**config.mk**
```make
export PLATFORM = sky130hd
export DESIGN_NAME = pc_sequencer
export DESIGN_NICKNAME = d
export VERILOG_FILES = /design/src/rtl/pc_sequencer.sv
export SDC_FILE = /design/constraint.sdc
export NUM_CORES = 1
export LEC_CHECK = 0
export CAP_MARGIN = 20
export CORE_MARGIN = 4
export CORE_UTILIZATION = 53
export DETAILED_ROUTE_END_ITERATION = 12
export GPL_TIMING_DRIVEN = 0
export PLACE_DENSITY = 0.95
export SYNTH_ARGS = -nofsm -noshare
export SYNTH_HDL_FRONTEND = slang
export SYNTH_SLANG_ARGS = --single-unit
```
**constraint.sdc**
```tcl
create_clock -name clk -period 6.38 [get_ports clk]
set_input_delay 1.914 -clock clk [delete_from_list [all_inputs] [get_ports clk]]
set_output_delay 1.914 -clock clk [all_outputs]
set_load 0.1 [all_outputs]
```
**src/rtl/pc_sequencer.sv**
```systemverilog
// rtl/pc_sequencer.sv - fetch-stage PC sequencer with delay slot and halt detection
// Optional feature macro: PC_EXCEPTION_EN (adds exc_req and exception vectoring).
module pc_sequencer #(
    parameter int unsigned      WIDTH        = 32,
    parameter logic [WIDTH-1:0] RESET_VECTOR = WIDTH'(32'hBFC00000),
    parameter logic [WIDTH-1:0] HALT_ADDR    = '0,
    parameter logic [WIDTH-1:0] INCR         = WIDTH'(4),
    parameter logic [WIDTH-1:0] EXC_VECTOR   = WIDTH'(32'hBFC00380)
) (
    input  logic             clk,
    input  logic             reset,
    input  logic             stall,
    input  logic             redirect_valid,
    input  logic [WIDTH-1:0] redirect_target,
`ifdef PC_EXCEPTION_EN
    input  logic             exc_req,
`endif
    output logic [WIDTH-1:0] pc,
    output logic [WIDTH-1:0] pc_plus_incr,
    output logic             in_delay_slot,
    output logic             halt
);

    typedef enum logic [1:0] {
        NORMAL = 2'd0,
        DELAY  = 2'd1,
        HALTED = 2'd2
    } state_t;

    state_t           state_q, state_d;
    logic [WIDTH-1:0] pc_q, pc_d;
    logic [WIDTH-1:0] tgt_q, tgt_d;
    logic             ds_q, ds_d;
    logic             halt_q, halt_d;

    assign pc            = pc_q;
    assign pc_plus_incr  = pc_q + INCR;
    assign in_delay_slot = ds_q;
    assign halt          = halt_q;

`ifndef PC_EXCEPTION_EN
    logic unused_exc_vector;
    assign unused_exc_vector = ^EXC_VECTOR;
`endif

    always_ff @(posedge clk) begin
        if (!reset) begin
            state_q <= NORMAL;
            pc_q    <= RESET_VECTOR;
            tgt_q   <= '0;
            ds_q    <= 1'b0;
            halt_q  <= 1'b0;
        end else begin
            state_q <= state_d;
            pc_q    <= pc_d;
            tgt_q   <= tgt_d;
            ds_q    <= ds_d;
            halt_q  <= halt_d;
        end
    end

    always_comb begin
        state_d = state_q;
        pc_d    = pc_q;
        tgt_d   = tgt_q;
        ds_d    = ds_q;
        halt_d  = halt_q;

        case (state_q)
            NORMAL: begin
                if (!stall) begin
                    pc_d = pc_plus_incr;
                    if (redirect_valid) begin
                        tgt_d   = redirect_target;
                        state_d = DELAY;
                        ds_d    = 1'b1;
                    end
                end
            end
            DELAY: begin
                // Branches inside the delay slot lose to the pending redirect.
                if (!stall) begin
                    ds_d = 1'b0;
                    if (tgt_q != HALT_ADDR) begin
                        pc_d    = tgt_q;
                        state_d = NORMAL;
                    end else begin
                        halt_d  = 1'b1;
                        state_d = HALTED;
                    end
                end
            end
            HALTED: begin
            end
            default: begin
                state_d = NORMAL;
                ds_d    = 1'b0;
            end
        endcase

`ifdef PC_EXCEPTION_EN
        if (!stall && exc_req && (state_q != HALTED)) begin
            pc_d    = EXC_VECTOR;
            state_d = NORMAL;
            ds_d    = 1'b0;
            tgt_d   = '0;
            halt_d  = halt_q;
        end
`endif
    end

endmodule
```
==> qor.txt, run 1 <==
Sequential fraction of the synthesis area - 35.6%
H-tree levels - 3
Netlist cell types - 64
Post-Syn Instances - 491
Clock latency at the later pin of the worst-skew pair - 350 ps
Dpl hpwl - 9.83 mm
Most common cell in the netlist - nand2_1
Synth Register Bits - 67
CTS Hold Bufs - 0
Slew margin rel. - 24.2%
Crit-path cells - ha_1 > nand3_1 > nor4_4 > nor3b_2 > nand3_1 > xnor2_1 > clkdlybuf4s50_1
Die Wd - 92.4 µm
Clock Tree Buf Depth - 2
Crit-path most repeated cell - nand3_1
Tightest Pin Transition - 1130 ps
Finish-stage setup viols - 0
Setup WS post-layout - 486 ps
Status - completed
Grt ovf - 0
Initial DRC Count - 420
Die area - 0.00853 mm²
Tot GR Track Use - 30.9%
Initial Util - 54.9%
Number of diodes - 0
Place WS - 882 ps
Setup Fix Bufs, Post-CTS - 0
Global placer's final weighted congestion - 0.976
TritonCTS clock tree - yes
Max Cap Viol - 0
Synth area leaders - dfxtp_1 (36%), nand2_1 (9.9%), a21oi_1 (8.1%)
Worst Path Arrival - 3980 ps
Vias per cell - 6.14
Syn nets - 528
Total CTS buffers - 9
Post-synth ARST share - 0%
Die Height - 92.4 µm
Root Buffer - clkbuf_8
Critical Path Source Type - register
DRC - 0
Number of flops mapped to enable cells by yosys - 0
Register area - 0.00134 mm²
Via Count - 4314
IO buf count - 100
Total wire length - 13.4 mm
Ys flop type - dfxtp_1
Synth top area share - 35.6%
First-pass GRT wire length - 20.8 mm
Final Max Slew Viols - 0
Tot Pwr - 1.10 mW
CP Buf/Inv Count - 1
Clk slew on worst S/H paths - 70 ps
Crit-path max FO - 9
Fin. Hold Viols - 0
YS warnings - 0
Crit-path max cell delay - 1150 ps
Antenna violations before repair - 0
Leak - 1.82 nW
Multi-input logic area - 0.00218 mm²
Core Region - 0.00687 mm²
NumNets Final - 639
Vias in the first global route - 3986
Period utilization - 92.4%
Leading area contributor after synthesis - dfxtp_1
# rows - 30
Worst Skew - 9.71 ps
Routed Antenna Nets - 0
Share of cells above drive strength 1 - 7.91%
CP delay by family, top - simple AND/OR/NAND/NOR gates
Mapped cell area - 0.00377 mm²
RSZ-0062 raised after global routing - false
Cell area power density - 215 mW/mm²
Top-Level Pins - 102
CP Capture Type - output pin
Worst hold margin - 482 ps
Setup CP Type - register to output pin
Peak VDD IR - 0.148 mV
CTS resizes - 0
CTS sink count - 67
DR WL/cell - 19.0 µm
Fillers - 560
Critical Path RT - 4470 ps
Final TNS setup - 0 ps
Area growth, synth to finish - 35.1%
Largest net degree at the start of global routing - 13
Min-delay worst type - register to register
Drt first pass iters - 5
Period minus WS final - 5890 ps
Max Fclk - 170 MHz
CP max stage cell - clkdlybuf4s50_1
Avg Inst Size Synth - 7.68 µm²
Post-synth top cells - nand2_1 (99), dfxtp_1 (67), a21oi_1 (61), nor2_1 (29), clkbuf_1 (22)
## report_power, final
group	switching [mW]	internal, mW
registers	0.0204	0.434
logic	0.190	0.0788
clock network	0.180	0.193
## path summary, 6_finish.rpt
path         startpoint          endpoint  slack, ps  cells past startpoint
max               pc[2]  pc_plus_incr[28]        490                      7
min           tgt_q[31]         tgt_q[31]        480                      2
max reg2reg       pc[2]            pc[28]       3760                      6
min reg2reg   tgt_q[31]         tgt_q[31]        480                      2
## through the flow
step           util, %  instance area (µm²)  cells
4_1_cts           74.2                 5100    703
3_5_place_dp      71.2                 4890    687
2_1_floorplan        -                 3770    491
6_report          74.2                 5100    703
5_1_grt           74.2                 5100    703
3_3_place_gp      71.2                 4890    687
## sequential cells by signal, summed over array words and instances, names as in the netlist
name,cells
halt,1
state_q,2
pc,32
tgt_q,32
## layout by cell type, fill, tap and decap left out, drive strengths merged, types with 5 or more instances in the layout
| cell type | instances |
|---|---|
| nor3b | 5 |
| nor4 | 14 |
| nand4 | 18 |
| o31ai | 5 |
| dfxtp | 67 |
| nand3 | 20 |
| buf | 16 |
| clkbuf | 34 |
| a21oi | 61 |
| clkdlybuf4s50 | 100 |
| xnor2 | 20 |
| and3 | 10 |
| o22ai | 6 |
| nor2 | 29 |
| nand2 | 99 |
| inv | 6 |
| xor2 | 8 |
| nor3 | 7 |
| o21ai | 15 |
| a31oi | 7 |
## metal layers
| metal | track usage [%] | vias to the layer above | share of wire, % |
|---|---|---|---|
| li1 | - | 2001 | - |
| met1 | 40.7 | 1990 | 40 |
| met2 | 49.4 | 285 | 46 |
| met3 | 7.15 | 38 | 11 |
| met4 | 11.3 | 0 | 2.1 |
| met5 | 0 | - | 0 |
## kinds of logic (layout without fill, tap and decap cells)
kind of cell	count (synthesis)	after routing	share of synthesized area (%)
fa+ha+maj	1	1	0.332
xor+xnor	28	28	6.50
compound gates	125	125	20.6
flops	67	67	35.6
mux	4	4	1.06
simple gates	220	220	29.2
buf+inv	46	162	6.73
## tightest hold or removal path, cell delays in order, from the launching register on
cell	delay [ps]
dfxtp_1	330
nand2_1	60
a21oi_1	60
## final cells by class
class / count / share of cell area [%]
flip-flops and latches: 67 / 26.3
inverters: 6 / 0.442
multi-input cells: 378 / 42.7
plain buffers: 40 / 4.54
repair buffers: 100 / 19.6
clock buffers: 11 / 2.77
clock inverters: 5 / 1.23
well taps: 96 / 2.36
(Power assumes the default switching activity.)
==> run 2, diff against run 1 <==
- CELL_PAD_IN_SITES_DETAIL_PLACEMENT: default -> 0
- CELL_PAD_IN_SITES_GLOBAL_PLACEMENT: default -> 1
- CORE_UTILIZATION: 53 -> 38
==> run 2 against run 1 <==
First-iteration DRC count shrank 24%. Hold slack better by 1.7 ps. Clock power barely moved. Routed wire length is 0.61% lower. Combinational power about the same. Worst setup slack worse by 49 ps. Sequential cell count unchanged.
==> qor.txt, run 2 (synthesized netlist as in run 1, its figures left out) <==
Status - completed
TritonCTS clock tree - yes
Pint - 0.707 mW (+0.15%)
Dpl hpwl - 10.2 mm (+3.5%)
Switching pwr - 0.386 mW (-1.0%)
Die Height - 108 µm (+17%)
Top-Level Pins - 102 (unchanged)
Most frequent cells in the layout - clkdlybuf4s50_1 (100), nand2_1 (99), dfxtp_1 (67)
Finish-stage setup viols - 0 (unchanged)
Period minus WS final - 5940 ps (+48.8 ps)
Clock latency at the later pin of the worst-skew pair - 350 ps (about the same)
Final TNS setup - 0 ps (unchanged)
Period utilization - 93.1% (+0.77 points)
CTS Hold Bufs - 0 (unchanged)
Vias in the first global route - 3929 (-1.4%)
Hold path depth - 2 (unchanged)
Tightest Pin Transition - 991 ps (-138 ps)
Combinational share of power - 24.4% (about the same)
Worst Path Arrival - 4030 ps (+50 ps)
# rows - 36 (+20%)
Vias per cell - 5.65 (-7.9%)
Grt ovf - 0 (unchanged)
RSZ-0062 raised after global routing - false
Initial Util - 38.8% (-16 points)
Total wire length - 13.3 mm (-0.61%)
Critical Path Source Type - register
Antenna violations before repair - 0 (unchanged)
Clock group share of total power - 34.0% (about the same)
Fin. Hold Viols - 0 (unchanged)
R2R setup slack - 3740 ps (-20 ps)
Fillers - 982 (+75%)
Setup CP Type - register to output pin
Crit-path max FO - 9 (unchanged)
Reg power frac - 41.6% (about the same)
Max Fclk - 168 MHz (-0.82%)
Number of diodes - 0 (unchanged)
Slew margin rel. - 33.7% (+9.5 points)
Worst flop-to-flop path startpoint - pc[2]
Setup Fix Bufs, Post-CTS - 0 (unchanged)
Clock Tree Buf Depth - 2 (unchanged)
Area growth, synth to finish - 36.4%
H-tree levels - 3 (unchanged)
Worst hold margin - 484 ps (+1.72 ps)
Largest net degree at the start of global routing - 13 (unchanged)
Global placer's final weighted congestion - 0.933 (-4.4%)
Critical Path RT - 4470 ps (about the same)
Worst r2r dst - pc[28]
Max Cap Viol - 0 (unchanged)
Cell area power density - 212 mW/mm² (-1.2%)
Min-delay worst type - register to register
Peak VDD IR - 0.153 mV (+3.4%)
Final Max Slew Viols - 0 (unchanged)
Reg2reg path depth - 6 (unchanged)
Most common cell after layout, fill and taps aside - clkdlybuf4s50_1
Core Region - 0.00973 mm² (+42%)
Worst Skew - 14.3 ps (+4.54 ps)
Clk slew on worst S/H paths - 90 ps (+20 ps)
Die Wd - 108 µm (+17%)
Leak - 1.83 nW (+0.51%)
Initial DRC Count - 321 (-24%)
CTS sink count - 67 (unchanged)
Area post-placement - 0.00494 mm² (+0.95%)
DRC - 0 (unchanged)
Die area - 0.0116 mm² (+36%)
NumNets Final - 640 (+0.16%)
Total CTS buffers - 9 (unchanged)
DR WL/cell - 17.9 µm (-5.7%)
Tot GR Track Use - 22.8% (-8.1 points)
Fin area - 0.00514 mm² (+0.96%)
Root Buffer - clkbuf_8
Via Count - 4186 (-3.0%)
CTS resizes - 0 (unchanged)
Share of cells above drive strength 1 - 8.06% (+0.15 points)
Hold Path End - tgt_q[10]
Tot Pwr - 1.09 mW (-0.26%)
IO buf count - 100 (unchanged)
Worst Hold Launch - tgt_q[10]
Drt first pass iters - 5 (unchanged)
Routed Antenna Nets - 0 (unchanged)
CP Capture Type - output pin
Util after Layout - 52.9% (-21 points)
Switching part of the total - 35.3% (-0.27 points)
First-pass GRT wire length - 20.8 mm (+0.26%)
run 2: cell types whose count changed in the layout (fill, tap and decap cells not counted), sizes merged:
cell / before / now
clkinvlp: 2 / 1
clkinv: 2 / 1
clkbuf: 34 / 35
inv: 6 / 8
run 2: through the flow:
step                worst slack (ps)  instances
CTS                              429        740
global placement                 789        724
global route                     156        741
finish                           437        741
detailed placement               817        724
floorplan                        337        491
run 2: how the worst max path moves through the flow:
| stage | from | to |
|---|---|---|
| final | pc[2] | pc_plus_incr[28] |
| after global routing | pc[2] | pc_plus_incr[28] |
| after CTS | pc[2] | pc_plus_incr[28] |
| after detailed placement | pc[2] | pc_plus_incr[28] |
| after global placement | pc[2] | pc_plus_incr[28] |
| after floorplan | pc[2] | pc_plus_incr[28] |
run 2: per-layer routing:
metal,GRT usage (%),vias up,routed length (µm)
met2,35.6,222,6160
met5,0,-,0
li1,-,1992,-
met3,4.62,23,1290
met1,31.5,1949,5600
met4,7.48,0,246
run 2: critical path, cell delays in order, from the launching register on:
cell and delay [ps]:
dfxtp_1 500, ha_1 310, nand3_1 350, nor4_4 490
nor3b_2 550, nand3_1 160, xnor2_1 160, clkdlybuf4s50_1 1150
run 2: power groups by stage:
stage	clock, mW	combinational, mW	sequential, mW
2_1_floorplan	0	0.140	0.504
3_3_place_gp	0	0.263	0.463
3_5_place_dp	0	0.265	0.464
4_1_cts	0.373	0.266	0.454
5_1_grt	0.393	0.280	0.457
6_report	0.372	0.267	0.455
run 2: final cells by class:
class | instances | area (µm²) | share of cell area, %
clock inverters | 5 | 60.1 | 1.17
inverters | 6 | 22.5 | 0.438
flip-flops and latches | 67 | 1340 | 26.1
well taps | 133 | 166 | 3.23
plain buffers | 40 | 231 | 4.50
repair buffers | 101 | 1010 | 19.6
multi-input cells | 378 | 2180 | 42.3
clock buffers | 11 | 141 | 2.75
==> run 3, diff against run 2 <==
- CORE_ASPECT_RATIO: default -> 0.8
==> run 3 against run 2 <==
Final cell count increased by 0.40%. Highest routed layer unchanged. Routed wire length increased by 2.4%. Clock-buffer cell count decreased by 1. Die area about the same. Cell area increased by 2.2%. Total power increased by 14%.
==> qor.txt, run 3 (synthesized netlist as in run 1, its figures left out) <==
DRC - 0 (unchanged)
Slew margin rel. - 34.1% (+0.33 points)
Place WS - 813 ps (-3.32 ps)
First-pass GRT wire length - 21.6 mm (+3.9%)
Vias per cell - 5.73 (+1.4%)
Min-delay worst type - register to register
Fillers - 947 (-3.6%)
Crit-path max FO - 9 (unchanged)
Clock latency at the later pin of the worst-skew pair - 340 ps (about the same)
RSZ-0062 raised after global routing - false
Antenna violations before repair - 0 (unchanged)
Worst Skew - 9.10 ps (-5.15 ps)
Worst Path Arrival - 4050 ps (+20 ps)
Number of diodes - 0 (unchanged)
GRT Max-Usage Layer - met2
CTS resizes - 0 (unchanged)
TritonCTS clock tree - yes
NumNets Final - 640 (unchanged)
Dpl hpwl - 10.3 mm (+1.3%)
Crit-path cells - ha_1 > nand3_1 > nor4_4 > nor3b_2 > nand3_1 > xnor2_1 > clkdlybuf4s50_1
H-tree levels - 3 (unchanged)
CTS Hold Bufs - 0 (unchanged)
Die Wd - 119 µm (+11%)
Die area - 0.0116 mm² (about the same)
Period utilization - 93.5% (+0.34 points)
Top-Level Pins - 102 (unchanged)
Crit-path max cell delay - 1150 ps (about the same)
Worst setup path startpoint - pc[2]
Met3 Usage GRT - 5.70% (+1.1 points)
Hold path depth - 2 (unchanged)
Initial DRC Count - 446 (+39%)
Tightest Pin Transition - 986 ps (-4.89 ps)
Status - completed
Root Buffer - clkbuf_16
Drt first pass iters - 6 (+1)
Critical Path RT - 4470 ps (about the same)
Leak - 1.87 nW (+2.5%)
Filler-free cell count of the finished design - 744 (+0.40%)
Largest net degree at the start of global routing - 14 (+1)
Share of cells above drive strength 1 - 8.22% (+0.16 points)
# rows - 32 (-11%)
Most common cell after layout, fill and taps aside - clkdlybuf4s50_1
Via Count - 4260 (+1.8%)
Placed Cells - 728 (+0.55%)
Final TNS setup - 0 ps (unchanged)
Hold Path End - tgt_q[24]
Cell area power density - 237 mW/mm² (+11%)
Worst flop-to-flop path startpoint - pc[2]
Fin area - 0.00526 mm² (+2.2%)
Peak VDD IR - 0.146 mV (-4.5%)
Fin. Hold Viols - 0 (unchanged)
Critical Path Source Type - register
Worst r2r dst - pc[28]
Initial Util - 39.1% (+0.32 points)
Total CTS buffers - 9 (unchanged)
Max Cap Viol - 0 (unchanged)
Clock Tree Buf Depth - 2 (unchanged)
Multi-input logic area - 0.00218 mm² (unchanged)
Vias in the first global route - 4009 (+2.0%)
Setup CP Type - register to output pin
Core Region - 0.00965 mm² (-0.82%)
Area post-placement - 0.00495 mm² (+0.23%)
Register area - 0.00134 mm² (unchanged)
Global placer's final weighted congestion - 0.926 (-0.77%)
M1 GR Usage - 33.5% (+2.0 points)
Routed Antenna Nets - 0 (unchanged)
Finish-stage setup viols - 0 (unchanged)
Area growth, synth to finish - 39.5%
Clk slew on worst S/H paths - 60 ps (-30 ps)
CP Capture Type - output pin
Reg2reg path depth - 6 (unchanged)
DR WL/cell - 18.3 µm (+2.0%)
Crit-path most repeated cell - nand3_1
Max Fclk - 168 MHz (-0.36%)
CP max stage cell - clkdlybuf4s50_1
Most frequent cells in the layout - clkdlybuf4s50_1 (100), nand2_1 (99), dfxtp_1 (67)
Grt ovf - 0 (unchanged)
Setup Fix Bufs, Post-CTS - 0 (unchanged)
Setup WS post-layout - 416 ps (-21.7 ps)
Global-route met2 utilization - 33.9% (-1.7 points)
R2R setup slack - 3650 ps (-90 ps)
Tot GR Track Use - 23.0% (+0.20 points)
Total wire length - 13.6 mm (+2.4%)
CTS sink count - 67 (unchanged)
Worst Hold Launch - tgt_q[24]
Final Max Slew Viols - 0 (unchanged)
IO buf count - 100 (unchanged)
Die Height - 97.1 µm (-9.8%)
Period minus WS final - 5960 ps (+21.7 ps)
==> run 3: changes by cell type in the layout (fill, tap and decap cells not counted) <==
cell and delta:
buf_4 +1, clkbuf_16 +9, clkinv_2 -1, clkinvlp_4 +1
clkinv_4 +1, clkbuf_1 -1, clkbuf_2 -1, clkbuf_8 -9
==> run 3: final cells by class <==
class | instances | share of cell area, %
clock inverters | 6 | 1.36
inverters | 6 | 0.428
multi-input cells | 378 | 41.4
flip-flops and latches | 67 | 25.5
plain buffers | 40 | 4.40
clock buffers | 10 | 4.54
repair buffers | 101 | 19.2
well taps | 136 | 3.24
==> run 3: critical path: cells and delay by family (launching register included) <==
kind | cells | cell delay, ps
AND/OR/NAND/NOR | 4 | 1600
XOR/XNOR | 1 | 160
buffers and inverters | 1 | 1150
flip-flops | 1 | 490
adder cells (fa/ha/maj) | 1 | 300
==> run 3: worst max path at each step <==
| stage | endpoint | cells past startpoint |
|---|---|---|
| after floorplan | pc_plus_incr[28] | 6 |
| after global placement | pc_plus_incr[28] | 7 |
| after detailed placement | pc_plus_incr[28] | 7 |
| after CTS | pc_plus_incr[28] | 7 |
| after global routing | pc_plus_incr[28] | 7 |
| final | pc_plus_incr[28] | 7 |
==> run 3: power by group <==
part	switching (mW)	internal, mW	leakage, nW	total (mW)
clock	0.205	0.317	0.146	0.522
combinational	0.188	0.0789	1.18	0.267
sequential	0.0206	0.435	0.545	0.456
==> run 3: routing by layer <==
metal / wire, µm / share of wire (%)
met2: 5900 / 43
met3: 1370 / 10
met4: 155 / 1.1
met1: 6190 / 45
met5: 0 / 0
==> run 3: per-stage QoR <==
| stage | power, mW | hold slack [ps] | utilization, % |
|---|---|---|---|
| final | 1.24 | 477 | 54.5 |
| after global routing | 1.28 | 517 | 54.5 |
| after CTS | 1.25 | 476 | 54.5 |
| after detailed placement | 0.729 | 465 | 51.3 |
| after global placement | 0.727 | 465 | 51.2 |
| after floorplan | 0.644 | 445 | - |
